**src/rtl/vga_write_iface.sv**
```systemverilog
// vga_write_iface: expands one CPU write into the VGA window into up to four
//    SRAM plane writes, applying write modes 0-3 against the read-path latches.
// Ports: wbs_* CPU slave (write only), wbm_* SRAM master (write only),
//    VGA write config and latch0..latch3 held stable by the system accept->ack.
// Latency: 1 accept cycle + one cycle per enabled plane (zero-wait SRAM) + 1 ack
//    cycle; backpressure comes from wbm_ack_i, each plane waits for its SRAM ack.
module vga_write_iface (
   input  logic        wb_clk_i,
   input  logic        wb_rst_i,
   input  logic [16:1] wbs_adr_i,
   input  logic [1:0]  wbs_sel_i,
   input  logic [15:0] wbs_dat_i,
   input  logic        wbs_stb_i,
   output logic        wbs_ack_o,
   output logic [17:1] wbm_adr_o,
   output logic [1:0]  wbm_sel_o,
   output logic [15:0] wbm_dat_o,
   output logic        wbm_stb_o,
   input  logic        wbm_ack_i,
   input  logic        memory_mapping1,
   input  logic [1:0]  write_mode,
   input  logic [1:0]  raster_op,
   input  logic [2:0]  rotate_count,
   input  logic [7:0]  bit_mask,
   input  logic [3:0]  set_reset,
   input  logic [3:0]  enable_set_reset,
   input  logic [3:0]  map_mask,
   input  logic [7:0]  latch0,
   input  logic [7:0]  latch1,
   input  logic [7:0]  latch2,
   input  logic [7:0]  latch3
);

   typedef enum logic [1:0] {IDLE = 2'd0, WR = 2'd1, DONE = 2'd2} state_t;

   state_t      state_q, state_d;
   logic [15:0] dat_q, dat_d;       // captured CPU data
   logic [14:0] off_q, off_d;       // captured plane offset
   logic [3:0]  pmask_q, pmask_d;   // captured map_mask
   logic [1:0]  plane_q, plane_d;
   logic        stb_q, stb_d;
   logic        ack_q, ack_d;
   logic [16:0] adr_q, adr_d;
   logic [1:0]  sel_q, sel_d;
   logic [15:0] wdat_q, wdat_d;

   logic [14:0] off_in;
   logic [1:0]  first_p, nxt_p, src_p;
   logic        nxt_found;
   logic [15:0] src_dat;
   logic [7:0]  src_l;
   logic [15:0] wr_dat;
   logic        unused_adr;

   assign unused_adr = wbs_adr_i[16];

   function automatic logic [7:0] rotr(input logic [7:0] b, input logic [2:0] n);
      logic [15:0] t;
      t = {b, b} >> n;
      return t[7:0];
   endfunction

   function automatic logic [7:0] alu(input logic [1:0] op, input logic [7:0] s,
                                      input logic [7:0] l);
      case (op)
         2'b01:   return s & l;
         2'b10:   return s | l;
         2'b11:   return s ^ l;
         default: return s;
      endcase
   endfunction

   // One byte lane of the write datapath for plane p with latch byte l.
   function automatic logic [7:0] plane_byte(input logic [7:0] b, input logic [7:0] l,
                                             input logic [1:0] p, input logic [1:0] mode,
                                             input logic [1:0] op, input logic [2:0] rc,
                                             input logic [7:0] mask, input logic [3:0] sr,
                                             input logic [3:0] esr);
      logic [7:0] d, s, m, r;
      d = rotr(b, rc);
      s = 8'h00;
      m = 8'h00;
      case (mode)
         2'd0: begin
            s = esr[p] ? {8{sr[p]}} : d;
            r = (alu(op, s, l) & mask) | (l & ~mask);
         end
         2'd1: r = l;
         2'd2: begin
            // mode 2 uses the unrotated bit p as a colour fill
            s = {8{b[p]}};
            r = (alu(op, s, l) & mask) | (l & ~mask);
         end
         default: begin
            m = d & mask;
            r = ({8{sr[p]}} & m) | (l & ~m);
         end
      endcase
      return r;
   endfunction

   always_comb begin
      off_in = memory_mapping1 ? {1'b0, wbs_adr_i[14:1]} : wbs_adr_i[15:1];

      // lowest enabled plane for a fresh request
      first_p = 2'd0;
      for (int i = 3; i >= 0; i--)
         if (map_mask[i]) first_p = 2'(i);

      // next enabled plane above the current one
      nxt_p     = 2'd0;
      nxt_found = 1'b0;
      for (int i = 3; i >= 0; i--)
         if (pmask_q[i] && (i > int'(plane_q))) begin
            nxt_p     = 2'(i);
            nxt_found = 1'b1;
         end

      // the datapath is evaluated for the plane about to be presented
      src_dat = (state_q == IDLE) ? wbs_dat_i : dat_q;
      src_p   = (state_q == IDLE) ? first_p : nxt_p;
      case (src_p)
         2'd0:    src_l = latch0;
         2'd1:    src_l = latch1;
         2'd2:    src_l = latch2;
         default: src_l = latch3;
      endcase
      wr_dat = {plane_byte(src_dat[15:8], src_l, src_p, write_mode, raster_op,
                           rotate_count, bit_mask, set_reset, enable_set_reset),
                plane_byte(src_dat[7:0], src_l, src_p, write_mode, raster_op,
                           rotate_count, bit_mask, set_reset, enable_set_reset)};

      state_d = state_q;
      dat_d   = dat_q;
      off_d   = off_q;
      pmask_d = pmask_q;
      plane_d = plane_q;
      stb_d   = stb_q;
      ack_d   = 1'b0;
      adr_d   = adr_q;
      sel_d   = sel_q;
      wdat_d  = wdat_q;

      case (state_q)
         IDLE: begin
            if (wbs_stb_i) begin
               dat_d   = wbs_dat_i;
               off_d   = off_in;
               pmask_d = map_mask;
               sel_d   = wbs_sel_i;
               if (map_mask != 4'd0) begin
                  state_d = WR;
                  plane_d = first_p;
                  stb_d   = 1'b1;
                  adr_d   = {first_p, off_in};
                  wdat_d  = wr_dat;
               end else begin
                  state_d = DONE;
                  ack_d   = 1'b1;
               end
            end
         end
         WR: begin
            if (wbm_ack_i) begin
               if (nxt_found) begin
                  plane_d = nxt_p;
                  adr_d   = {nxt_p, off_q};
                  wdat_d  = wr_dat;
               end else begin
                  stb_d   = 1'b0;
                  state_d = DONE;
                  ack_d   = 1'b1;
               end
            end
         end
         default: begin
            // ack pulse is live during this state; stb is not looked at here
            state_d = IDLE;
         end
      endcase
   end

   always_ff @(posedge wb_clk_i or negedge wb_rst_i) begin
      if (!wb_rst_i) begin
         state_q <= IDLE;
         dat_q   <= '0;
         off_q   <= '0;
         pmask_q <= '0;
         plane_q <= '0;
         stb_q   <= 1'b0;
         ack_q   <= 1'b0;
         adr_q   <= '0;
         sel_q   <= '0;
         wdat_q  <= '0;
      end else begin
         state_q <= state_d;
         dat_q   <= dat_d;
         off_q   <= off_d;
         pmask_q <= pmask_d;
         plane_q <= plane_d;
         stb_q   <= stb_d;
         ack_q   <= ack_d;
         adr_q   <= adr_d;
         sel_q   <= sel_d;
         wdat_q  <= wdat_d;
      end
   end

   assign wbs_ack_o = ack_q;
   assign wbm_stb_o = stb_q;
   assign wbm_adr_o = adr_q;
   assign wbm_sel_o = sel_q;
   assign wbm_dat_o = wdat_q;

endmodule

```
**config.mk**
```make
export PLATFORM = sky130hd
export DESIGN_NAME = vga_write_iface
export DESIGN_NICKNAME = d
export VERILOG_FILES = /design/src/rtl/vga_write_iface.sv
export SDC_FILE = /design/constraint.sdc
export NUM_CORES = 1
export LEC_CHECK = 0
export BUFFER_PORTS_ARGS = -buffer_cell sky130_fd_sc_hd__clkbuf_2
export CELL_PAD_IN_SITES_DETAIL_PLACEMENT = 0
export CELL_PAD_IN_SITES_GLOBAL_PLACEMENT = 1
export CORE_MARGIN = 3
export CORE_UTILIZATION = 44
export CTS_CLUSTER_SIZE = 20
export DETAILED_ROUTE_END_ITERATION = 16
export GPL_TIMING_DRIVEN = 0
export PLACE_DENSITY_LB_ADDON = 0.1
export SKIP_CTS_REPAIR_TIMING = 1
export SLEW_MARGIN = 20
export SYNTH_ARGS = -nofsm -noshare
export SYNTH_HDL_FRONTEND = slang
export SYNTH_SLANG_ARGS = --single-unit
```
**constraint.sdc**
```tcl
create_clock -name wb_clk_i -period 6.8 [get_ports wb_clk_i]
set_clock_uncertainty 0.1 [all_clocks]
set_input_delay 0.34 -clock wb_clk_i [delete_from_list [all_inputs] [get_ports wb_clk_i]]
set_output_delay 0.34 -clock wb_clk_i [all_outputs]
set_load 0.05 [all_outputs]
```
==> impl_metrics.sql, run 1 <==
INSERT INTO impl_metrics (metric_group, metric, value, unit) VALUES
('synthesis', 'netlist.area_leader.share', '29.4', '%'),
('final_layout', 'postLayoutCellArea', '7390', 'sq um'),
('final_layout', 'final_layout_size_suffix_gt1_share', '21.9', '%'),
('final_layout', 'layout_commonest_cell', 'sky130_fd_sc_hd__nand2_1', ''),
('drt', 'routed_wl_per_cell', '20.1', 'um'),
('worst_setup_path', 'crit_fanout', '10', ''),
('clock_tree', 'clock_path_buffers', '2', ''),
('die', 'initial_core_util', '45.9', '%'),
('drt', 'drt-initial-drc-count', '577', ''),
('drt', 'drc', '0', ''),
('final_layout', 'insertedDiodeCount', '0', ''),
('drt', 'detail_route_antenna_nets', '0', ''),
('clock_tree', 'clock_insertion_delay_worst_skew', '0.35', 'ns'),
('sta', 'fin_worst_hold_slack', '0.0816', 'ns'),
('power_and_ir_drop', 'peakVddDrop', '0.000237', 'V'),
('final_layout', 'layout-area-overhead-vs-synth', '19.1', '%'),
('die', 'core_area', '13500', 'sq um'),
('sta', 'rsz0062_at_grt', 'false', ''),
('worst_setup_path', 'path_delay_family', 'multiplexers', ''),
('clock_tree', 'cts_tree', 'yes', ''),
('synthesis', 'ys.warnings.count', '0', ''),
('clock_tree', 'clkSlewWorstSetupHoldPaths', '0.06', 'ns'),
('worst_setup_path', 'worst_setup_path_startpoint', 'state_q[1]', ''),
('worst_setup_path', 'peak_per_stage_delay_on_the_critical_path', '0.78', 'ns'),
('die', 'placement_rows', '42', ''),
('sta', 'final_hold_viol_count', '0', ''),
('power_and_ir_drop', 'leak', '0.00359', 'uW'),
('sta', 'layout_min_cycle_time', '3.88', 'ns'),
('global_route', 'grt_first_pass_wirelength', '33.6', 'mm'),
('status', 'run_status', 'complete, no violations', ''),
('worst_setup_path', 'worst_setup_path_start_kind', 'register', ''),
('clock_tree', 'root_buffer', 'sky130_fd_sc_hd__clkbuf_16', ''),
('die', 'die_height', '125', 'um'),
('drt', 'routed-via-count', '6377', ''),
('worst_setup_path', 'setup.reg_to_reg.worst_slack', '2.92', 'ns'),
('worst_setup_path', 'crit-reg2reg-capture', 'wbm_dat_o[5]', ''),
('sta', 'slew_viol_final', '0', ''),
('worst_setup_path', 'critical_path_arrival', '4.00', 'ns'),
('placement', 'detailed_place.area', '7090', 'sq um'),
('synthesis', 'synthesis.instances', '741', ''),
('synthesis', 'ys_seq_area_share', '29.4', '%'),
('synthesis', 'primary_ff_master_synth', 'sky130_fd_sc_hd__dfrtp_1', ''),
('global_route', 'grt_start_max_net_pins', '49', ''),
('worst_setup_path', 'timing_worst_setup_path_type', 'reg2reg', ''),
('final_layout', 'fin_nets', '1008', ''),
('die', 'fp.dieArea', '15600', 'sq um'),
('placement', 'port_buffers', '127', ''),
('worst_setup_path', 'path_common_cell', 'sky130_fd_sc_hd__mux2i_1', ''),
('synthesis', 'synth_top_cells_by_area', 'sky130_fd_sc_hd__dfrtp_1, sky130_fd_sc_hd__mux2i_1, sky130_fd_sc_hd__nand2_1', ''),
('worst_setup_path', 'critical_path_rt', '6.92', 'ns'),
('worst_setup_path', 'end_kind', 'register', ''),
('worst_setup_path', 'timing.reg2reg.worst_path_depth', '13', ''),
('clock_tree', 'tritoncts.num_buffers', '9', ''),
('synthesis', 'synth.avg_cell_area', '8.37', 'sq um'),
('drt', 'routed_wl', '21.3', 'mm'),
('placement', 'post-dp-hpwl', '16.4', 'mm'),
('global_route', 'grt_overflow_total', '0', ''),
('worst_setup_path', 'worst-path-buf-inv', '2', ''),
('flow_run', 'max_cap_violation_count', '0', ''),
('clock_tree', 'numClockSinks', '73', ''),
('global_route', 'grt_usage', '26.9', '%'),
('placement', 'gp_congestion', '0.968', ''),
('worst_hold_path', 'hold_crit_start', 'wbs_sel_i[0]', ''),
('worst_setup_path', 'setup.worst_path.end', 'wbm_dat_o[5]', ''),
('global_route', 'vias_in_the_first_global_route', '6127', ''),
('worst_setup_path', 'regToRegStartpoint', 'state_q[1]', ''),
('sta', 'setup_total_negative_slack', '0', 'ns'),
('synthesis', 'synth_fp_nets', '868', ''),
('sta', 'report.final.setup_viol', '0', ''),
('worst_setup_path', 'worst_path_max_delay_cell', 'sky130_fd_sc_hd__mux2i_1', ''),
('global_route', 'initial_antenna_violation_count', '0', '');
==> worst min-delay path, delay by kind of cell <==
| family | cells | cell delay, ns |
|---|---|---|
| AND/OR/NAND/NOR | 2 | 0.08 |
| buffers and inverters | 1 | 0.07 |
==> layer usage <==
| layer | GRT usage (%) | part of all wire, % | vias to the layer above |
|---|---|---|---|
| li1 | - | - | 2985 |
| met5 | 0 | 0 | - |
| met1 | 37.9 | 44 | 3058 |
| met4 | 6.51 | 1.5 | 0 |
| met2 | 42.4 | 46 | 306 |
| met3 | 5.62 | 8.5 | 28 |
==> report_power, final <==
| group | total (uW) | internal (uW) | switching [uW] | leakage (uW) |
|---|---|---|---|---|
| sequential | 779 | 646 | 133 | 0.000901 |
| clock | 475 | 262 | 213 | 0.000141 |
| combinational | 3190 | 1130 | 2060 | 0.00255 |
==> cells by family (layout without fill, tap and decap cells) <==
group,after synthesis,after routing,synth area share (%)
DFF,73,73,29.4
and+or+nand+nor,254,254,17.3
adders and majority gates,29,29,5.85
AOI/OAI and AO/OA,213,213,22.7
xor gates and xnor gates,3,3,0.424
buffers and inverters,70,215,4.82
muxes,99,99,19.4
==> layout make-up <==
| class | count | area, sq um | area share [%] |
|---|---|---|---|
| sequential | 73 | 1830 | 24.7 |
| inverter | 19 | 72.6 | 0.982 |
| multi-input combinational | 598 | 4080 | 55.2 |
| timing repair buffer | 129 | 676 | 9.14 |
| clock buffer | 10 | 239 | 3.23 |
| tap | 176 | 220 | 2.98 |
| clock inverter | 6 | 50.0 | 0.677 |
| buffer | 51 | 226 | 3.07 |
==> metrics by stage <==
stage	cells	total power, uW	setup slack (ns)
floorplan	741	3110	3.32
global placement	1044	3820	3.07
detailed placement	1045	3930	2.92
CTS	1061	4420	2.93
global route	1062	4810	2.54
finish	1062	4440	2.92
==> synth_stat cells (all sizes together), types with 4 or more instances <==
master and n:
o22ai 9, o221ai 7, a211oi 10, mux2i 81
nand2 153, nor3 10, a21oi 43, o211ai 5
dfrtp 73, and2 5, nand2b 6, buf 17
o211a 7, a22oi 8, a31oi 5, nor2 47
nor2b 4, clkbuf 34, ha 29, a221oi 7
inv 16, nand3 21, o21ai 79, mux4 16
==> state kept, by name (all words and copies together), names as in the netlist <==
name       cells
state_q        2
wbs_ack_o      1
dat_q         16
off_q         15
wbm_dat_o     16
wbm_stb_o      1
wbm_adr_o     15
plane_q        2
wbm_sel_o      2
pmask_q        3
==> worst min path at each step <==
stage,to,slack [ns],cells past startpoint
4_1_cts,wbm_dat_o[11],-0.13,1
2_1_floorplan,dat_q[0],-0.06,0
3_3_place_gp,off_q[5],0.36,2
6_report,wbm_sel_o[0],0.08,3
5_1_grt,wbm_sel_o[1],0.09,3
3_5_place_dp,wbs_ack_o,0.24,1
Note: power is estimated with default switching activity, not from simulation.
==> inputs of run 2 (changes only) <==
--- a/config.mk
+++ b/config.mk
@@ -5,11 +5,12 @@
 export SDC_FILE = /design/constraint.sdc
 export NUM_CORES = 1
 export LEC_CHECK = 0
+export ABC_AREA = 1
 export BUFFER_PORTS_ARGS = -buffer_cell sky130_fd_sc_hd__clkbuf_2
 export CELL_PAD_IN_SITES_DETAIL_PLACEMENT = 0
 export CELL_PAD_IN_SITES_GLOBAL_PLACEMENT = 1
 export CORE_MARGIN = 3
-export CORE_UTILIZATION = 44
+export CORE_UTILIZATION = 35
 export CTS_CLUSTER_SIZE = 20
 export DETAILED_ROUTE_END_ITERATION = 16
 export GPL_TIMING_DRIVEN = 0
==> constraint.sdc (replaced) <==
create_clock -name wb_clk_i -period 3.1 [get_ports wb_clk_i]
set_clock_uncertainty 0.1 [all_clocks]
set_input_delay 0.155 -clock wb_clk_i [delete_from_list [all_inputs] [get_ports wb_clk_i]]
set_output_delay 0.155 -clock wb_clk_i [all_outputs]
set_load 0.05 [all_outputs]
==> run 2 against run 1 <==
Effect of this change: the flow now finishes with violations (negative hold slack); total power grew to 2.6 times the previous value; global-route usage fell by 3.2 points; cell count rose by 47%; flip-flop and latch count unchanged; non-clock buffer count is 41 higher; synthesized area increased by 9.2%; combinational power grew to 2.7 times the previous value; via count increased by 19%; critical path depth is 6 higher; worst hold slack got worse by 0.12 ns; critical path type unchanged; critical endpoint is now wbm_dat_o[11]; largest cell class unchanged; largest power group unchanged.
==> impl_metrics.sql, run 2 <==
INSERT INTO impl_metrics (metric_group, metric, value, unit) VALUES
('clock_tree', 'tritoncts.num_buffers', '9', ''),
('power_and_ir_drop', 'leak', '0.00473', 'uW'),
('worst_setup_path', 'critical_path_rt', '3.24', 'ns'),
('synthesis', 'netlist-cell-type-count', '40', ''),
('clock_tree', 'numClockSinks', '73', ''),
('worst_hold_path', 'timing.hold.worst.class', 'in2reg', ''),
('worst_setup_path', 'critical_path_arrival', '3.15', 'ns'),
('drt', 'detail_route_antenna_nets', '0', ''),
('drt', 'drc', '0', ''),
('final_layout', 'most-common-layout-cells', 'sky130_fd_sc_hd__nand2_1, sky130_fd_sc_hd__clkbuf_2, sky130_fd_sc_hd__nand3_1, sky130_fd_sc_hd__inv_1, sky130_fd_sc_hd__dfrtp_1', ''),
('final_layout', 'insertedDiodeCount', '0', ''),
('placement', 'port_buffers', '129', ''),
('power_and_ir_drop', 'power.total', '11600', 'uW'),
('die', 'placement_rows', '50', ''),
('clock_tree', 'cts_htree_levels', '3', ''),
('worst_setup_path', 'crit-reg2reg-capture', 'wbm_dat_o[11]', ''),
('synthesis', 'number_of_enable_type_register_cells_in_the_synthesized_netlist', '0', ''),
('status', 'run_status', 'complete, but fails checks', ''),
('power_and_ir_drop', 'powerDensity', '1350', 'nW/um^2'),
('global_route', 'initial_antenna_violation_count', '0', ''),
('sta', 'slew_viol_final', '0', ''),
('status', 'failing_checks', 'negative hold slack', ''),
('worst_setup_path', 'end_kind', 'register', ''),
('global_route', 'grt_first_pass_wirelength', '40.0', 'mm'),
('clock_tree', 'clock_path_buffers', '2', ''),
('sta', 'layout_min_cycle_time', '3.01', 'ns'),
('global_route', 'vias_in_the_first_global_route', '7155', ''),
('synthesis', 'synth.largest_area_cell', 'sky130_fd_sc_hd__dfrtp_1', ''),
('sta', 'timing.final.crit_share', '97.2', '%'),
('final_layout', 'fin_nets', '1424', ''),
('worst_setup_path', 'setup.worst_path.end', 'wbm_dat_o[11]', ''),
('global_route', 'grt_usage', '23.7', '%'),
('clock_tree', 'clkSlewWorstSetupHoldPaths', '0.07', 'ns'),
('worst_setup_path', 'worst_setup_path_start_kind', 'register', ''),
('sta', 'fin_worst_hold_slack', '-0.0334', 'ns'),
('synthesis', 'primary_ff_master_synth', 'sky130_fd_sc_hd__dfrtp_1', ''),
('drt', 'drt-initial-drc-count', '422', ''),
('worst_setup_path', 'crit_fanout', '10', ''),
('final_layout', 'finalCoreUtilization', '45.8', '%'),
('die', 'initial_core_util', '36.0', '%'),
('drt', 'routed_wl_per_cell', '16.3', 'um'),
('global_route', 'grt_start_max_net_pins', '49', ''),
('power_and_ir_drop', 'peakVddDrop', '0.000624', 'V'),
('synthesis', 'post_synthesis_cell_area', '6770', 'sq um'),
('synthesis', 'synth-async-reset-ratio', '100', '%'),
('worst_setup_path', 'path_common_cell', 'sky130_fd_sc_hd__nand2_1', ''),
('final_layout', 'final_layout_size_suffix_gt1_share', '21.4', '%'),
('die', 'die_height', '145', 'um'),
('synthesis', 'ys_seq_area_share', '27.0', '%'),
('placement', 'gp_congestion', '0.859', ''),
('die', 'core_area', '18800', 'sq um'),
('clock_tree', 'root_buffer', 'sky130_fd_sc_hd__clkbuf_16', ''),
('synthesis', 'netlist.area_leader.share', '27.0', '%'),
('synthesis', 'ys.warnings.count', '0', ''),
('drt', 'vias_per_cell', '4.88', ''),
('placement', 'detailed_place.area', '7770', 'sq um'),
('drt', 'drt-pass1-iter-count', '5', ''),
('sta', 'report.final.setup_viol', '0', ''),
('sta', 'max_freq', '332', 'MHz'),
('synthesis', 'synth_fp_nets', '1244', ''),
('flow_run', 'max_cap_violation_count', '0', ''),
('worst_setup_path', 'timing_worst_setup_path_type', 'reg2reg', ''),
('sta', 'worst_pin_slew', '0.698', 'ns'),
('final_layout', 'layout_commonest_cell', 'sky130_fd_sc_hd__nand2_1', ''),
('worst_setup_path', 'peak_per_stage_delay_on_the_critical_path', '0.43', 'ns'),
('final_layout', 'layout-area-overhead-vs-synth', '27.4', '%'),
('die', 'fp.dieArea', '21100', 'sq um'),
('worst_hold_path', 'hold_crit_start', 'wbs_dat_i[14]', ''),
('synthesis', 'synthesis.instances', '1117', ''),
('worst_setup_path', 'setup.reg_to_reg.worst_slack', '0.09', 'ns'),
('clock_tree', 'clock_insertion_delay_worst_skew', '0.35', 'ns'),
('worst_setup_path', 'regToRegStartpoint', 'state_q[0]', ''),
('synthesis', 'ys_top_cells_by_count', 'sky130_fd_sc_hd__nand2_1, sky130_fd_sc_hd__nand3_1, sky130_fd_sc_hd__inv_1', ''),
('worst_setup_path', 'worstPathCellList', 'inv_2, nand2_4, buf_4, nand2_1, o21ai_0, nand2_1, nand2_1, nor2_4, buf_8, clkinvlp_4, ha_1, o21ai_0, nand2_1, inv_1, nand2_1, a21oi_1, nand2_1, nand2_1, a21oi_1', ''),
('synthesis', 'number_of_storage_elements_in_the_synthesis_netlist', '73', ''),
('worst_setup_path', 'worst_path_max_delay_cell', 'sky130_fd_sc_hd__dfrtp_1', ''),
('global_route', 'grt_overflow_total', '0', ''),
('clock_tree', 'cts_tree', 'yes', ''),
('die', 'i_o_pin_count', '135', ''),
('worst_setup_path', 'timing.reg2reg.worst_path_depth', '19', ''),
('synthesis', 'synth_top_cells_by_area', 'sky130_fd_sc_hd__dfrtp_1, sky130_fd_sc_hd__nand2_1, sky130_fd_sc_hd__nand3_1', ''),
('synthesis', 'synthMostInstantiatedCell', 'sky130_fd_sc_hd__nand2_1', ''),
('worst_setup_path', 'worst_setup_path_startpoint', 'state_q[0]', ''),
('placement', 'post-dp-hpwl', '20.0', 'mm'),
('final_layout', 'postLayoutCellArea', '8630', 'sq um'),
('drt', 'routed_wl', '25.5', 'mm'),
('die', 'die-width', '145', 'um'),
('sta', 'rsz0062_at_grt', 'true', ''),
('drt', 'routed-via-count', '7614', ''),
('sta', 'timing.slew.headroom', '53.5', '%'),
('synthesis', 'synth.avg_cell_area', '6.06', 'sq um'),
('sta', 'final_hold_viol_count', '8', '');
-- run 2: area by class of cell --
type,count,area (sq um)
plain buffers,52,334
clock buffers,9,225
clock inverters,6,90.1
fillers,2004,10200
inverters,100,385
multi-input cells,892,4400
flip-flops and latches,73,1830
well taps,260,325
repair buffers,169,1040
-- run 2: metrics by stage --
step | worst slack, ns | instances | hold slack, ns | TNS [ns]
6_report | 0.0873 | 1561 | -0.0334 | 0
5_1_grt | -0.0784 | 1561 | 0.00794 | -0.384
4_1_cts | -0.231 | 1522 | -0.325 | -0.853
3_5_place_dp | -0.198 | 1507 | 0.0471 | -0.589
3_3_place_gp | -0.196 | 1506 | 0.257 | -0.524
2_1_floorplan | 0.331 | 1117 | -0.241 | 0
-- run 2: worst max-delay path, delay by kind of cell (launching register included) --
kind            cells  cell delay (ns)
flops               1             0.43
compound gates      4             0.56
fa+ha+maj           1             0.24
buf+inv             5             0.73
simple gates        9             0.81
-- run 2: how the worst min path moves through the flow --
stage | end | slack [ns] | cells after the start
floorplan | dat_q[0] | -0.24 | 0
global placement | wbm_sel_o[0] | 0.26 | 3
detailed placement | wbm_dat_o[1] | 0.05 | 1
CTS | wbm_dat_o[1] | -0.33 | 1
global route | dat_q[6] | 0.008 | 3
finish | dat_q[14] | -0.03 | 3
-- run 2: power by group --
| group | switching, uW | internal, uW |
|---|---|---|
| registers | 272 | 1450 |
| clock network | 460 | 705 |
| logic | 5890 | 2840 |
-- run 2: cells by family after synthesis --
kind of cell / count (synthesis) / synth area share (%)
buf+inv: 152 / 10.1
simple gates: 687 / 43.2
fa+ha+maj: 29 / 5.36
flops: 73 / 27.0
compound gates: 176 / 14.3
-- run 2: per-layer routing --
layer	share of wire, %	vias up	track usage (%)
met5	0	-	0
li1	-	3937	-
met2	47	147	37.7
met3	3.9	26	3.94
met4	2.0	0	7.12
met1	47	3504	33.1
==> inputs of run 3 (changes only) <==
--- a/config.mk
+++ b/config.mk
@@ -5,16 +5,15 @@
 export SDC_FILE = /design/constraint.sdc
 export NUM_CORES = 1
 export LEC_CHECK = 0
-export ABC_AREA = 1
 export BUFFER_PORTS_ARGS = -buffer_cell sky130_fd_sc_hd__clkbuf_2
 export CELL_PAD_IN_SITES_DETAIL_PLACEMENT = 0
 export CELL_PAD_IN_SITES_GLOBAL_PLACEMENT = 1
 export CORE_MARGIN = 3
-export CORE_UTILIZATION = 35
+export CORE_UTILIZATION = 37
 export CTS_CLUSTER_SIZE = 20
 export DETAILED_ROUTE_END_ITERATION = 16
 export GPL_TIMING_DRIVEN = 0
-export PLACE_DENSITY_LB_ADDON = 0.1
+export PLACE_DENSITY = 0.81
 export SKIP_CTS_REPAIR_TIMING = 1
 export SLEW_MARGIN = 20
 export SYNTH_ARGS = -nofsm -noshare
==> run 3 against run 2 <==
Effect of this change: the run ends with negative hold slack, negative setup slack left; worst hold slack improved by 0.020 ns; flip-flop and latch count unchanged; clock power barely moved; final area grew 4.3%; cell count is 24% lower; critical path depth decreased by 3; sequential share of layout area is 0.85 points lower; global-route usage grew 0.40 points; first-iteration DRC count rose by 62%; total power up 9.2%; largest cell class unchanged; largest power group unchanged.
==> impl_metrics.sql, run 3 (synthesis results as in run 1) <==
INSERT INTO impl_metrics (metric_group, metric, value, unit) VALUES
('clock_tree', 'tritoncts.num_buffers', '9', ''),
('sta', 'rsz0062_at_grt', 'true', ''),
('final_layout', 'layout-area-overhead-vs-synth', '45.1', '%'),
('die', 'fp.dieArea', '18400', 'sq um'),
('worst_setup_path', 'crit_fanout', '7', ''),
('worst_setup_path', 'worst_setup_path_start_kind', 'register', ''),
('final_layout', 'layout_commonest_cell', 'sky130_fd_sc_hd__nand2_1', ''),
('worst_setup_path', 'critical_path_arrival', '3.47', 'ns'),
('clock_tree', 'root_buffer', 'sky130_fd_sc_hd__clkbuf_16', ''),
('die', 'initial_core_util', '38.4', '%'),
('clock_tree', 'cts_htree_levels', '3', ''),
('drt', 'routed-via-count', '6864', ''),
('global_route', 'vias_in_the_first_global_route', '6107', ''),
('clock_tree', 'clock_path_buffers', '2', ''),
('sta', 'worst_pin_slew', '1.15', 'ns'),
('power_and_ir_drop', 'peakVddDrop', '0.000523', 'V'),
('placement', 'gp_congestion', '0.928', ''),
('sta', 'slew_viol_final', '0', ''),
('status', 'run_status', 'complete, but fails checks', ''),
('sta', 'fin_worst_hold_slack', '-0.0134', 'ns'),
('final_layout', 'fin_nets', '1100', ''),
('drt', 'drc', '0', ''),
('power_and_ir_drop', 'powerDensity', '1410', 'nW/um^2'),
('drt', 'routed_wl_per_cell', '19.8', 'um'),
('die', 'core_area', '16200', 'sq um'),
('status', 'failing_checks', 'negative hold slack, negative setup slack', ''),
('die', 'die_height', '135', 'um'),
('final_layout', 'fillers', '1466', ''),
('clock_tree', 'clock_insertion_delay_worst_skew', '0.36', 'ns'),
('final_layout', 'final_layout_size_suffix_gt1_share', '35.9', '%'),
('worst_setup_path', 'critical_path_rt', '3.23', 'ns'),
('sta', 'layout_setup_ws', '-0.240', 'ns'),
('final_layout', 'most-common-layout-cells', 'sky130_fd_sc_hd__nand2_1, sky130_fd_sc_hd__clkbuf_2, sky130_fd_sc_hd__dfrtp_1, sky130_fd_sc_hd__buf_4, sky130_fd_sc_hd__mux2i_1', ''),
('power_and_ir_drop', 'leak', '0.00411', 'uW'),
('global_route', 'grt_start_max_net_pins', '50', ''),
('sta', 'max_freq', '299', 'MHz'),
('global_route', 'initial_antenna_violation_count', '0', ''),
('drt', 'detail_route_antenna_nets', '0', ''),
('drt', 'drt-pass1-iter-count', '5', ''),
('global_route', 'grt_usage', '24.1', '%'),
('sta', 'report.final.setup_viol', '16', ''),
('global_route', 'grt_first_pass_wirelength', '34.5', 'mm'),
('worst_setup_path', 'end_kind', 'register', ''),
('global_route', 'grt_overflow_total', '0', ''),
('placement', 'post-dp-hpwl', '16.8', 'mm'),
('final_layout', 'finalCoreUtilization', '55.7', '%'),
('sta', 'timing.slew.headroom', '23.3', '%'),
('drt', 'routed_wl', '23.7', 'mm'),
('clock_tree', 'numClockSinks', '73', ''),
('worst_setup_path', 'timing_worst_setup_path_type', 'reg2reg', ''),
('drt', 'drt-initial-drc-count', '684', ''),
('drt', 'vias_per_cell', '5.75', ''),
('sta', 'final_hold_viol_count', '3', ''),
('power_and_ir_drop', 'power.total', '12700', 'uW'),
('placement', 'port_buffers', '127', ''),
('final_layout', 'fin_cells', '1194', ''),
('die', 'i_o_pin_count', '135', ''),
('clock_tree', 'cts_tree', 'yes', ''),
('placement', 'dp.cells', '1085', ''),
('sta', 'layout_min_cycle_time', '3.34', 'ns'),
('die', 'die-width', '135', 'um'),
('flow_run', 'max_cap_violation_count', '0', ''),
('worst_hold_path', 'timing.hold.worst.class', 'in2reg', ''),
('final_layout', 'insertedDiodeCount', '0', ''),
('sta', 'timing.final.crit_share', '108', '%'),
('clock_tree', 'clkSlewWorstSetupHoldPaths', '0.08', 'ns'),
('die', 'placement_rows', '46', '');
-- run 3: changes by cell type in the layout (fill, tap and decap cells not counted), sizes merged, moves of 28 or more --
cell and delta:
buf +28, mux2i +81, nand2 -330, inv -79
nand3 -93, nor2 -31
-- run 3: critical path, cell delays in order, from the launching register on --
cell and delay (ns):
sky130_fd_sc_hd__dfrtp_1 0.45, sky130_fd_sc_hd__nor3b_4 0.21, sky130_fd_sc_hd__a211oi_4 0.34, sky130_fd_sc_hd__nand2b_4 0.21, sky130_fd_sc_hd__buf_12 0.14, sky130_fd_sc_hd__mux2i_4 0.25, sky130_fd_sc_hd__mux2i_4 0.10, sky130_fd_sc_hd__buf_12 0.15
sky130_fd_sc_hd__nand2_8 0.09, sky130_fd_sc_hd__buf_6 0.14, sky130_fd_sc_hd__o21a_1 0.16, sky130_fd_sc_hd__inv_1 0.05, sky130_fd_sc_hd__ha_1 0.26, sky130_fd_sc_hd__a21oi_1 0.14, sky130_fd_sc_hd__o21ai_1 0.09, sky130_fd_sc_hd__a221oi_2 0.17
sky130_fd_sc_hd__o221ai_1 0.12
-- run 3: layout make-up --
cell class | count | area [sq um] | area share, %
Buffer | 48 | 256 | 2.85
Inverter | 19 | 72.6 | 0.806
Clock inverter | 7 | 83.8 | 0.931
Timing Repair Buffer | 224 | 1550 | 17.3
Multi-Input combinational cell | 598 | 4710 | 52.3
Clock buffer | 9 | 225 | 2.50
Tap cell | 216 | 270 | 3.00
Sequential cell | 73 | 1830 | 20.3
-- run 3: final timing paths --
path / startpoint / to / slack [ns] / cells after the start
max: pmask_q[1] / wbm_dat_o[10] / -0.24 / 16
min: wbs_dat_i[2] / dat_q[2] / -0.01 / 3
max reg2reg: pmask_q[1] / wbm_dat_o[10] / -0.24 / 16
min reg2reg: off_q[8] / off_q[8] / 0.38 / 2
max in group asynchronous: wb_rst_i / pmask_q[3] / 2.07 / 3
min in group asynchronous: wb_rst_i / state_q[1] / 0.21 / 2
-- run 3: layer usage --
layer  up-vias  share of wire, %  global-route usage (%)
met2       315                47                    37.7
li1       3176                 -                       -
met5         -                 0                       0
met1      3330                44                    34.1
met4         0               1.9                    7.95
met3        43               7.2                    3.97
-- run 3: where the power goes --
part           total [uW]  leakage (uW)  switching (uW)  internal (uW)
Clock                1150      0.000149             506            641
Sequential           1760      0.000897             338           1420
Combinational        9780       0.00306            5540           4240
-- run 3: metrics by stage --
| stage | hold slack (ns) | setup WS (ns) | area (sq um) | setup TNS (ns) |
|---|---|---|---|---|
| 6_report | -0.0134 | -0.240 | 9000 | -2.33 |
| 4_1_cts | -0.323 | -0.677 | 7510 | -8.82 |
| 5_1_grt | 0.00122 | -0.358 | 9000 | -4.03 |
| 2_1_floorplan | -0.241 | -0.133 | 6270 | -1.28 |
| 3_5_place_dp | 0.0542 | -0.650 | 7200 | -8.92 |
| 3_3_place_gp | 0.251 | -0.636 | 7170 | -9.27 |
